--- src/rtl/servo_slew_limiter_if.sv ---
// Command/status bundle between keyboardControl and one servo_slew_limiter.
// The master drives target/freeze; the slave (limiter) returns the slewed angle and status.
interface servo_slew_limiter_if #(
  parameter int WIDTH = 24
);
  logic [WIDTH-1:0] target;
  logic             freeze;
  logic [WIDTH-1:0] angle_out;
  logic             busy;
  logic             at_target;
  logic             clamped;

  modport master (
    output target, freeze,
    input  angle_out, busy, at_target, clamped
  );

  modport slave (
    input  target, freeze,
    output angle_out, busy, at_target, clamped
  );
endinterface

--- src/rtl/servo_slew_limiter.sv ---
// Rate limiter and range clamp for one servo joint's pulse width.
// Optional macro SLEW_ACCEL_EN: the step doubles each non-final step, saturating at STEP_MAX.
module servo_slew_limiter #(
  parameter int WIDTH      = 24,
  parameter int TICK_DIV   = 100000,
  parameter int STEP       = 1000,
  parameter int MIN_ANGLE  = 100000,
  parameter int MAX_ANGLE  = 200000,
  parameter int HOME_ANGLE = 150000,
  parameter int STEP_MAX   = 8000
) (
  input  logic                clk,
  input  logic                reset,
  servo_slew_limiter_if.slave bus
);

  localparam int TW = (TICK_DIV > 1) ? $clog2(TICK_DIV) : 1;
  localparam logic [TW-1:0]    TICK_LAST = TW'(TICK_DIV - 1);
  localparam logic [WIDTH-1:0] MIN_A     = WIDTH'(MIN_ANGLE);
  localparam logic [WIDTH-1:0] MAX_A     = WIDTH'(MAX_ANGLE);
  localparam logic [WIDTH-1:0] HOME_A    = WIDTH'(HOME_ANGLE);
  localparam logic [WIDTH-1:0] STEP_A    = WIDTH'(STEP);

  if (HOME_ANGLE < MIN_ANGLE || HOME_ANGLE > MAX_ANGLE || MIN_ANGLE > MAX_ANGLE ||
      STEP_MAX < STEP || TICK_DIV < 1) begin : g_bad_param
    $error("servo_slew_limiter: inconsistent parameters");
  end

  typedef enum logic [1:0] {
    ST_IDLE      = 2'd0,
    ST_RAMP_UP   = 2'd1,
    ST_RAMP_DOWN = 2'd2
  } state_t;

  function automatic logic [WIDTH-1:0] clamp_angle(input logic [WIDTH-1:0] v);
    if (v < MIN_A) begin
      return MIN_A;
    end else if (v > MAX_A) begin
      return MAX_A;
    end else begin
      return v;
    end
  endfunction

  state_t           state_r, state_n;
  logic [TW-1:0]    tick_r, tick_n;
  logic [WIDTH-1:0] angle_r, angle_n;
  logic [WIDTH-1:0] step_r, step_n;
  logic [WIDTH-1:0] target_q_r;
  logic             clamped_r;
  logic             busy_r;
  logic             at_target_r;

  logic [WIDTH-1:0] target_clamped_s;
  logic [WIDTH:0]   diff_s;
  logic [WIDTH:0]   abs_s;
  logic             up_s, down_s, rev_s, snap_s, step_cycle_s;
  logic [WIDTH-1:0] step_grow_s;

  assign target_clamped_s = clamp_angle(bus.target);

  // Direction and magnitude from a WIDTH+1 bit difference so it never wraps.
  assign diff_s       = {1'b0, target_q_r} - {1'b0, angle_r};
  assign down_s       = diff_s[WIDTH];
  assign up_s         = !diff_s[WIDTH] && (diff_s != '0);
  assign abs_s        = diff_s[WIDTH] ? (~diff_s + {{WIDTH{1'b0}}, 1'b1}) : diff_s;
  assign snap_s       = (abs_s <= {1'b0, step_r});
  assign step_cycle_s = (tick_r == TICK_LAST);
  assign rev_s        = ((state_r == ST_RAMP_UP) && down_s) ||
                        ((state_r == ST_RAMP_DOWN) && up_s);

`ifdef SLEW_ACCEL_EN
  logic [WIDTH:0] step_dbl_s;
  assign step_dbl_s  = {step_r, 1'b0};
  assign step_grow_s = (step_dbl_s > (WIDTH+1)'(STEP_MAX)) ? WIDTH'(STEP_MAX)
                                                           : step_dbl_s[WIDTH-1:0];
`else
  assign step_grow_s = STEP_A;
`endif

  // Input stage: clamp and flag the raw target; keeps sampling while frozen.
  always_ff @(posedge clk or negedge reset) begin
    if (!reset) begin
      target_q_r <= HOME_A;
      clamped_r  <= 1'b0;
    end else begin
      target_q_r <= target_clamped_s;
      clamped_r  <= (bus.target < MIN_A) || (bus.target > MAX_A);
    end
  end

  // Next-state, tick counter and angle update.
  always_comb begin
    state_n = state_r;
    tick_n  = tick_r;
    angle_n = angle_r;
    step_n  = step_r;
    if (!bus.freeze) begin
      case (state_r)
        ST_IDLE: begin
          tick_n = '0;
          step_n = STEP_A;
          if (up_s) begin
            state_n = ST_RAMP_UP;
          end else if (down_s) begin
            state_n = ST_RAMP_DOWN;
          end else begin
            state_n = ST_IDLE;
          end
        end
        ST_RAMP_UP, ST_RAMP_DOWN: begin
          if (step_cycle_s) begin
            tick_n = '0;
            if (snap_s) begin
              angle_n = target_q_r;
              state_n = ST_IDLE;
              step_n  = STEP_A;
            end else begin
              angle_n = down_s ? (angle_r - step_r) : (angle_r + step_r);
              state_n = down_s ? ST_RAMP_DOWN : ST_RAMP_UP;
              step_n  = rev_s ? STEP_A : step_grow_s;
            end
          end else begin
            tick_n = tick_r + TW'(1);
            // A reversal swaps direction without restarting the tick phase.
            if (rev_s) begin
              state_n = down_s ? ST_RAMP_DOWN : ST_RAMP_UP;
              step_n  = STEP_A;
            end else begin
              state_n = state_r;
            end
          end
        end
        default: begin
          state_n = ST_IDLE;
          tick_n  = '0;
          step_n  = STEP_A;
        end
      endcase
    end else begin
      state_n = state_r;
    end
  end

  // Ramp state and registered status outputs.
  always_ff @(posedge clk or negedge reset) begin
    if (!reset) begin
      state_r     <= ST_IDLE;
      tick_r      <= '0;
      angle_r     <= HOME_A;
      step_r      <= STEP_A;
      busy_r      <= 1'b0;
      at_target_r <= 1'b1;
    end else begin
      state_r     <= state_n;
      tick_r      <= tick_n;
      angle_r     <= angle_n;
      step_r      <= step_n;
      busy_r      <= (state_n != ST_IDLE);
      at_target_r <= (angle_n == target_clamped_s);
    end
  end

  assign bus.angle_out = angle_r;
  assign bus.busy      = busy_r;
  assign bus.at_target = at_target_r;
  assign bus.clamped   = clamped_r;

endmodule
--- src/flat_wrapper.sv ---
// flat-port wrapper written by rule: the top's interface ports become plain ports
module servo_slew_limiter_flat 
#(
  parameter int WIDTH      = 24,
  parameter int TICK_DIV   = 100000,
  parameter int STEP       = 1000,
  parameter int MIN_ANGLE  = 100000,
  parameter int MAX_ANGLE  = 200000,
  parameter int HOME_ANGLE = 150000,
  parameter int STEP_MAX   = 8000
)
  (clk, reset, bus_target, bus_freeze, bus_angle_out, bus_busy, bus_at_target, bus_clamped);
  servo_slew_limiter_if #(.WIDTH(WIDTH)) bus_i ();
  input  logic clk;
  input  logic reset;
  input wire logic [$bits(bus_i.target)-1:0] bus_target;
  input wire logic [$bits(bus_i.freeze)-1:0] bus_freeze;
  output wire logic [$bits(bus_i.angle_out)-1:0] bus_angle_out;
  output wire logic [$bits(bus_i.busy)-1:0] bus_busy;
  output wire logic [$bits(bus_i.at_target)-1:0] bus_at_target;
  output wire logic [$bits(bus_i.clamped)-1:0] bus_clamped;
  assign bus_i.target = bus_target;
  assign bus_i.freeze = bus_freeze;
  assign bus_angle_out = bus_i.angle_out;
  assign bus_busy = bus_i.busy;
  assign bus_at_target = bus_i.at_target;
  assign bus_clamped = bus_i.clamped;
  servo_slew_limiter #(.WIDTH(WIDTH), .TICK_DIV(TICK_DIV), .STEP(STEP), .MIN_ANGLE(MIN_ANGLE), .MAX_ANGLE(MAX_ANGLE), .HOME_ANGLE(HOME_ANGLE), .STEP_MAX(STEP_MAX)) u_core (.clk(clk), .reset(reset), .bus(bus_i));
endmodule
--- config.mk ---
export PLATFORM = sky130hd
export DESIGN_NAME = servo_slew_limiter_flat
export DESIGN_NICKNAME = d
export VERILOG_FILES = /design/src/rtl/servo_slew_limiter_if.sv /design/src/rtl/servo_slew_limiter.sv /design/src/flat_wrapper.sv
export SDC_FILE = /design/constraint.sdc
export NUM_CORES = 1
export LEC_CHECK = 0
export BUFFER_PORTS_ARGS = -buffer_cell sky130_fd_sc_hd__buf_2
export CELL_PAD_IN_SITES_DETAIL_PLACEMENT = 1
export CELL_PAD_IN_SITES_GLOBAL_PLACEMENT = 2
export CORE_MARGIN = 2
export CORE_UTILIZATION = 37
export DETAILED_ROUTE_END_ITERATION = 12
export PLACE_DENSITY_LB_ADDON = 0.15
export SLEW_MARGIN = 25
export SYNTH_ARGS = -nofsm -noshare
export SYNTH_HDL_FRONTEND = slang
export SYNTH_SLANG_ARGS = --single-unit
--- constraint.sdc ---
create_clock -name clk -period 6.6 [get_ports clk]
set_clock_uncertainty 0.1 [all_clocks]
set_input_delay 0.66 -clock clk [delete_from_list [all_inputs] [get_ports clk]]
set_output_delay 0.66 -clock clk [all_outputs]
set_load 0.01 [all_outputs]
==> impl_metrics.env, run 1 <==
export IMPL_h_tree_depth=3
export IMPL_grt_max_degree=71
export IMPL_reg2regPathDepth=19
export IMPL_portBuffers=53
export IMPL_synth_cell_types=80
export IMPL_clk_latency_ns=0.35
export IMPL_sw_frac_of_total=0.311
export IMPL_grt_pass1_vias=6985
export IMPL_tightest_slew_ns=0.884
export IMPL_ctsHoldBuffers=0
export IMPL_post_route_period_util=0.933
export IMPL_clock_path_buffers=2
export IMPL_r2r_end="u_core.bus.at_target$_DFF_PN1_"
export IMPL_tns_ns=0
export IMPL_drt_pre_antenna_iters=5
export IMPL_clock_sinks=70
export IMPL_hp_class="in2async"
export IMPL_rows=49
export IMPL_gr_total_overflow=0
export IMPL_start_kind="register"
export IMPL_final_common_cell="nand2_1"
export IMPL_critPathKind="reg2reg"
export IMPL_wirelength_mm=23.9
export IMPL_synthArstFlopShare=1.00
export IMPL_die_area_um2=19500
export IMPL_drc=0
export IMPL_slew_viol_final=0
export IMPL_cts_made_buffers=9
export IMPL_ctsResizeCount=0
export IMPL_core_area_um2=18000
export IMPL_clkPwrFrac=0.399
export IMPL_seq_power_share=0.377
export IMPL_ys_seq_area_frac=0.261
export IMPL_powerDensity_nw_per_um2=161
export IMPL_synth_ff_type="dfrtp_1"
export IMPL_drv_cap=0
export IMPL_required_ns=6.75
export IMPL_cp_endpoint="u_core.bus.at_target$_DFF_PN1_"
export IMPL_layout_common_cells="nand2_1 (79), nor2_1 (71), o21ai_0 (61), inv_1 (59), a21oi_1 (54)"
export IMPL_pin_count=54
export IMPL_drtIter0Drc=328
export IMPL_final_hold_violation_count=0
export IMPL_clk_pin_slew_ns=0.06
export IMPL_slew_headroom=0.396
export IMPL_fmax_mhz=162
export IMPL_start_util=0.378
export IMPL_cts_tree="built"
export IMPL_area_growth_pct=13.8
export IMPL_post_drt_via_cell_ratio=5.87
export IMPL_rsz0062_at_grt="no"
export IMPL_pwr_share_comb=0.224
export IMPL_rrSetupSlack_ns=0.44
export IMPL_dp_hpwl_mm=19.0
export IMPL_cp_startpoint="u_core.bus.angle_out[5]$_DFF_PN1_"
export IMPL_worstSetupEndpointType="register"
export IMPL_hold_ws_ns=0.180
export IMPL_timing_rr_start="u_core.bus.angle_out[5]$_DFF_PN1_"
export IMPL_synth_warnings=0
export IMPL_grt_pass1_wl_mm=38.6
export IMPL_synth_edf_count=0
export IMPL_vdd_ir_drop_max_uv=153
export IMPL_p_leak_nw=3.50
export IMPL_p_sw_mw=0.388
export IMPL_dr_total_vias=6688
export IMPL_synth_cells=847
export IMPL_final_nets=984
export IMPL_layout_drive_gt1_share=0.149
export IMPL_syn_avg_cell_area_um2=8.02
export IMPL_antenna_cells=0
export IMPL_setup_viol=0
export IMPL_ant_nets=0
export IMPL_post_cts_buffers=0
export IMPL_synth_seq_cells=70
export IMPL_fillCellCount=2182
export IMPL_min_period_ns=6.16
export IMPL_root_buffer="clkbuf_16"
export IMPL_die_y_um=140
export IMPL_grt_antenna_before_repair=0
export IMPL_wl_per_cell_um=21.0
export IMPL_dieWidth_um=140
export IMPL_place_congestion=0.881
export IMPL_cp_arrival_ns=6.32
export IMPL_netlist_area_um2=6790
export IMPL_grt_usage=0.249
export IMPL_status="complete, no violations"
export IMPL_internal_power_mw=0.860
export IMPL_worstPathMaxFanout=35
logic make-up (layout without fill, tap and decap cells):
kind of cell	after synthesis	in the layout	synth area share
multiplexers	27	27	0.0411
XOR/XNOR	62	62	0.0799
adder cells (fa/ha/maj)	51	51	0.0961
other	1	6	0.000552
flip-flops	70	70	0.261
AND/OR/NAND/NOR	298	298	0.224
AO/OA/AOI/OAI	252	252	0.246
buffers and inverters	86	145	0.0516
synth_stat cells, drive strengths merged, types with 6 or more instances:
| library cell | n | share of area |
|---|---|---|
| nor2b | 7 | 0.0076 |
| clkbuf | 17 | 0.0094 |
| nand3 | 30 | 0.022 |
| nor4 | 8 | 0.0083 |
| o211ai | 8 | 0.0088 |
| a31oi | 13 | 0.012 |
| mux2 | 7 | 0.012 |
| dfrtp | 53 | 0.20 |
| a22o | 6 | 0.0077 |
| mux2i | 20 | 0.029 |
| a21oi | 56 | 0.041 |
| and2 | 9 | 0.0083 |
| nand2b | 8 | 0.0074 |
| inv | 60 | 0.033 |
| nand2 | 79 | 0.044 |
| xor2 | 24 | 0.031 |
| xnor2 | 38 | 0.049 |
| a21o | 23 | 0.025 |
| ha | 49 | 0.090 |
| a211oi | 8 | 0.0088 |
| and3 | 9 | 0.0083 |
| nor3 | 19 | 0.015 |
| buf | 9 | 0.0090 |
| o21ai | 63 | 0.047 |
| nand4 | 13 | 0.012 |
| o21a | 10 | 0.011 |
| dfstp | 17 | 0.066 |
| or3 | 9 | 0.0090 |
| o22ai | 7 | 0.0064 |
| nor4b | 6 | 0.0077 |
| or2 | 7 | 0.0068 |
| nor2 | 71 | 0.039 |
| o221ai | 6 | 0.0077 |
stage by stage:
stage | worst slack [ns] | std cells | cell area, um2 | util | total power, mW
2_1_floorplan | 0.509 | 852 | 6810 | - | 0.663
3_3_place_gp | 0.253 | 1123 | 7360 | 0.410 | 0.737
3_5_place_dp | 0.0499 | 1123 | 7360 | 0.410 | 0.753
4_1_cts | 0.0407 | 1139 | 7660 | 0.427 | 1.26
5_1_grt | 0.0514 | 1140 | 7730 | 0.430 | 1.31
6_report | 0.439 | 1140 | 7730 | 0.430 | 1.25
layer usage:
| layer | wire length (um) | global-route usage | share of wire | vias to the layer above |
|---|---|---|---|---|
| met4 | 395 | 0.0617 | 0.017 | 0 |
| li1 | - | - | - | 3215 |
| met1 | 11400 | 0.342 | 0.48 | 3337 |
| met2 | 11400 | 0.421 | 0.48 | 111 |
| met5 | 0 | 0 | 0 | - |
| met3 | 704 | 0.0227 | 0.029 | 25 |
flip-flops by register name (all words and copies together), names as in the netlist:
name / flops
u_core.state_r: 2
u_core.tick_r: 17
u_core.bus.at_target: 1
u_core.bus.angle_out: 24
u_core.target_q_r: 24
u_core.bus.busy: 1
u_core.bus.clamped: 1
worst max-delay path, stage by stage (launching register included):
cell	delay, ns
dfstp_2	0.56
inv_1	0.05
ha_1	0.47
inv_1	0.10
a311o_1	0.35
a311o_1	0.34
or4_1	0.46
a21o_1	0.24
or3_4	0.41
o41ai_1	0.39
o32ai_1	0.19
a2111oi_2	0.49
nand4b_1	0.23
buf_12	0.25
mux2i_1	0.24
o21ai_0	0.19
a211o_1	0.34
o311ai_1	0.31
nand4b_1	0.16
nor4_2	0.16
power groups by stage:
stage | Clock [mW] | Combinational [mW] | Sequential [mW]
after floorplan | 0 | 0.190 | 0.473
after global placement | 0 | 0.262 | 0.476
after detailed placement | 0 | 0.276 | 0.477
after CTS | 0.509 | 0.278 | 0.470
after global routing | 0.524 | 0.311 | 0.472
final | 0.498 | 0.279 | 0.470
layout make-up:
| type | count | area [um2] | share of cell area |
|---|---|---|---|
| Sequential cell | 70 | 1770 | 0.229 |
| Multi-Input combinational cell | 696 | 4730 | 0.611 |
| Inverter | 60 | 225 | 0.0291 |
| Clock inverter | 6 | 61.3 | 0.00793 |
| Tap cell | 229 | 287 | 0.0371 |
| Timing Repair Buffer | 69 | 418 | 0.0541 |
| Clock buffer | 10 | 239 | 0.0309 |
worst min path at each step:
stage                                                  from  slack (ns)                           endpoint  cells after the start
after floorplan                                       reset        0.26  u_core.bus.angle_out[0]$_DFF_PN0_                      0
after global placement       u_core.target_q_r[1]$_DFF_PN0_        0.39  u_core.bus.angle_out[1]$_DFF_PN0_                      2
after detailed placement  u_core.bus.angle_out[6]$_DFF_PN1_        0.40  u_core.bus.angle_out[6]$_DFF_PN1_                      2
after CTS                 u_core.bus.angle_out[6]$_DFF_PN1_        0.41  u_core.bus.angle_out[6]$_DFF_PN1_                      2
after global routing                                  reset        0.20       u_core.bus.clamped$_DFF_PN0_                      2
final                                                 reset        0.18       u_core.bus.clamped$_DFF_PN0_                      2
Note: power is estimated with default switching activity, not from simulation.
==> run 2: changes to the inputs <==
- CORE_ASPECT_RATIO: unset -> 1.4
==> impl_metrics.env, run 2 (synthesis results as in run 1) <==
export IMPL_status="complete, no violations"
export IMPL_slew_headroom=0.344
export IMPL_clock_path_buffers=2
export IMPL_wl_per_cell_um=21.5
export IMPL_required_ns=6.75
export IMPL_p_total_mw=1.30
export IMPL_setup_viol=0
export IMPL_cp_startpoint="u_core.target_q_r[0]$_DFF_PN0_"
export IMPL_multi_input_area_um2=4730
export IMPL_portBuffers=53
export IMPL_core_area_um2=18000
export IMPL_cts_made_buffers=9
export IMPL_clk_latency_ns=0.35
export IMPL_gr_total_overflow=0
export IMPL_p_leak_nw=3.52
export IMPL_vdd_ir_drop_max_uv=85.6
export IMPL_worstPathMaxFanout=5
export IMPL_die_area_um2=19500
export IMPL_cts_tree="built"
export IMPL_powerDensity_nw_per_um2=168
export IMPL_dieWidth_um=119
export IMPL_pin_count=54
export IMPL_hp_class="in2async"
export IMPL_wirelength_mm=24.7
export IMPL_drtIter0Drc=240
export IMPL_layout_common_cells="nand2_1 (79), nor2_1 (71), o21ai_0 (62), inv_1 (59), a21oi_1 (55)"
export IMPL_antenna_cells=0
export IMPL_post_route_period_util=0.949
export IMPL_area_growth_pct=14.0
export IMPL_fillCellCount=2268
export IMPL_drv_cap=0
export IMPL_dp_hpwl_mm=19.7
export IMPL_dr_total_vias=6673
export IMPL_timing_rr_start="u_core.target_q_r[0]$_DFF_PN0_"
export IMPL_start_kind="register"
export IMPL_grt_pass1_vias=7218
export IMPL_rrSetupSlack_ns=0.34
export IMPL_cp_arrival_ns=6.41
export IMPL_root_buffer="clkbuf_16"
export IMPL_layout_drive_gt1_share=0.149
export IMPL_tns_ns=0
export IMPL_tightest_slew_ns=0.984
export IMPL_h_tree_depth=3
export IMPL_rows=58
export IMPL_grt_pass1_wl_mm=39.1
export IMPL_die_y_um=164
export IMPL_final_hold_violation_count=0
export IMPL_drc=0
export IMPL_fin_util=0.430
export IMPL_rsz0062_at_grt="no"
export IMPL_seqCellArea_um2=1770
export IMPL_grt_max_degree=71
export IMPL_clock_sinks=70
export IMPL_fmax_mhz=160
export IMPL_worstSetupEndpointType="register"
export IMPL_grt_usage=0.256
export IMPL_ctsHoldBuffers=0
export IMPL_post_cts_buffers=0
export IMPL_ant_nets=0
export IMPL_clk_pin_slew_ns=0.07
export IMPL_post_drt_via_cell_ratio=5.80
export IMPL_final_common_cell="nand2_1"
export IMPL_reg2regPathDepth=27
export IMPL_cp_endpoint="u_core.bus.at_target$_DFF_PN1_"
export IMPL_ctsResizeCount=0
export IMPL_start_util=0.378
export IMPL_drt_pre_antenna_iters=4
export IMPL_min_period_ns=6.26
export IMPL_critPathKind="reg2reg"
export IMPL_r2r_end="u_core.bus.at_target$_DFF_PN1_"
export IMPL_final_nets=984
export IMPL_place_congestion=0.878
export IMPL_slew_viol_final=0
export IMPL_grt_antenna_before_repair=0
## run 2: per-stage QoR
step / cell area, um2 / std cells / hold WS [ns] / setup slack, ns
finish: 7750 / 1151 / 0.350 / 0.339
CTS: 7710 / 1151 / 0.385 / 0.212
global placement: 7390 / 1135 / 0.391 / 0.469
detailed placement: 7390 / 1135 / 0.403 / 0.309
floorplan: 6810 / 852 / 0.264 / 0.509
global route: 7750 / 1151 / 0.405 / 0.0242
## run 2: how the worst min path moves through the flow
stage,start,end
finish,reset,u_core.bus.clamped$_DFF_PN0_
global route,reset,u_core.bus.clamped$_DFF_PN0_
CTS,reset,u_core.bus.clamped$_DFF_PN0_
detailed placement,u_core.bus.angle_out[8]$_DFF_PN1_,u_core.bus.angle_out[8]$_DFF_PN1_
global placement,u_core.target_q_r[1]$_DFF_PN0_,u_core.bus.angle_out[1]$_DFF_PN0_
floorplan,reset,u_core.bus.angle_out[0]$_DFF_PN0_
## run 2: layer usage
layer  vias to the layer above  track usage  part of all wire
met5                         -            0                 0
met4                         0       0.0925             0.029
met3                        34       0.0267             0.020
met2                        96        0.495              0.54
met1                      3338        0.288              0.41
li1                       3205            -                 -
## run 2: report_power, final
group	switching, mW	total (mW)	internal (mW)	leakage (nW)
Combinational	0.172	0.278	0.105	2.49
Sequential	0.0202	0.471	0.450	0.870
Clock	0.219	0.552	0.333	0.160
## run 2: critical path: stages, from the launching register on
cell and delay (ns):
dfrtp_1 0.38, inv_1 0.07, ha_1 0.21, fa_1 0.41, nand2b_1 0.19, a21oi_1 0.23
o211ai_1 0.20, and3_1 0.29, a21oi_2 0.21, a41o_1 0.32, inv_2 0.09, ha_1 0.28
a21o_1 0.18, a21oi_1 0.21, nor2b_1 0.08, o21a_1 0.20, o311a_1 0.38, o31ai_1 0.27
buf_4 0.16, o21ai_0 0.08, a21o_1 0.21, a21oi_1 0.16, o21bai_1 0.11, xor2_1 0.15
mux2i_1 0.13, o21ai_0 0.15, or3_1 0.42, nor4_2 0.26
## run 2: final cells by class
cell class | instances | area share
multi-input cells | 696 | 0.610
repair buffers | 69 | 0.0517
flip-flops and latches | 70 | 0.229
clock buffers | 9 | 0.0291
inverters | 60 | 0.0291
well taps | 240 | 0.0388
clock inverters | 7 | 0.0124
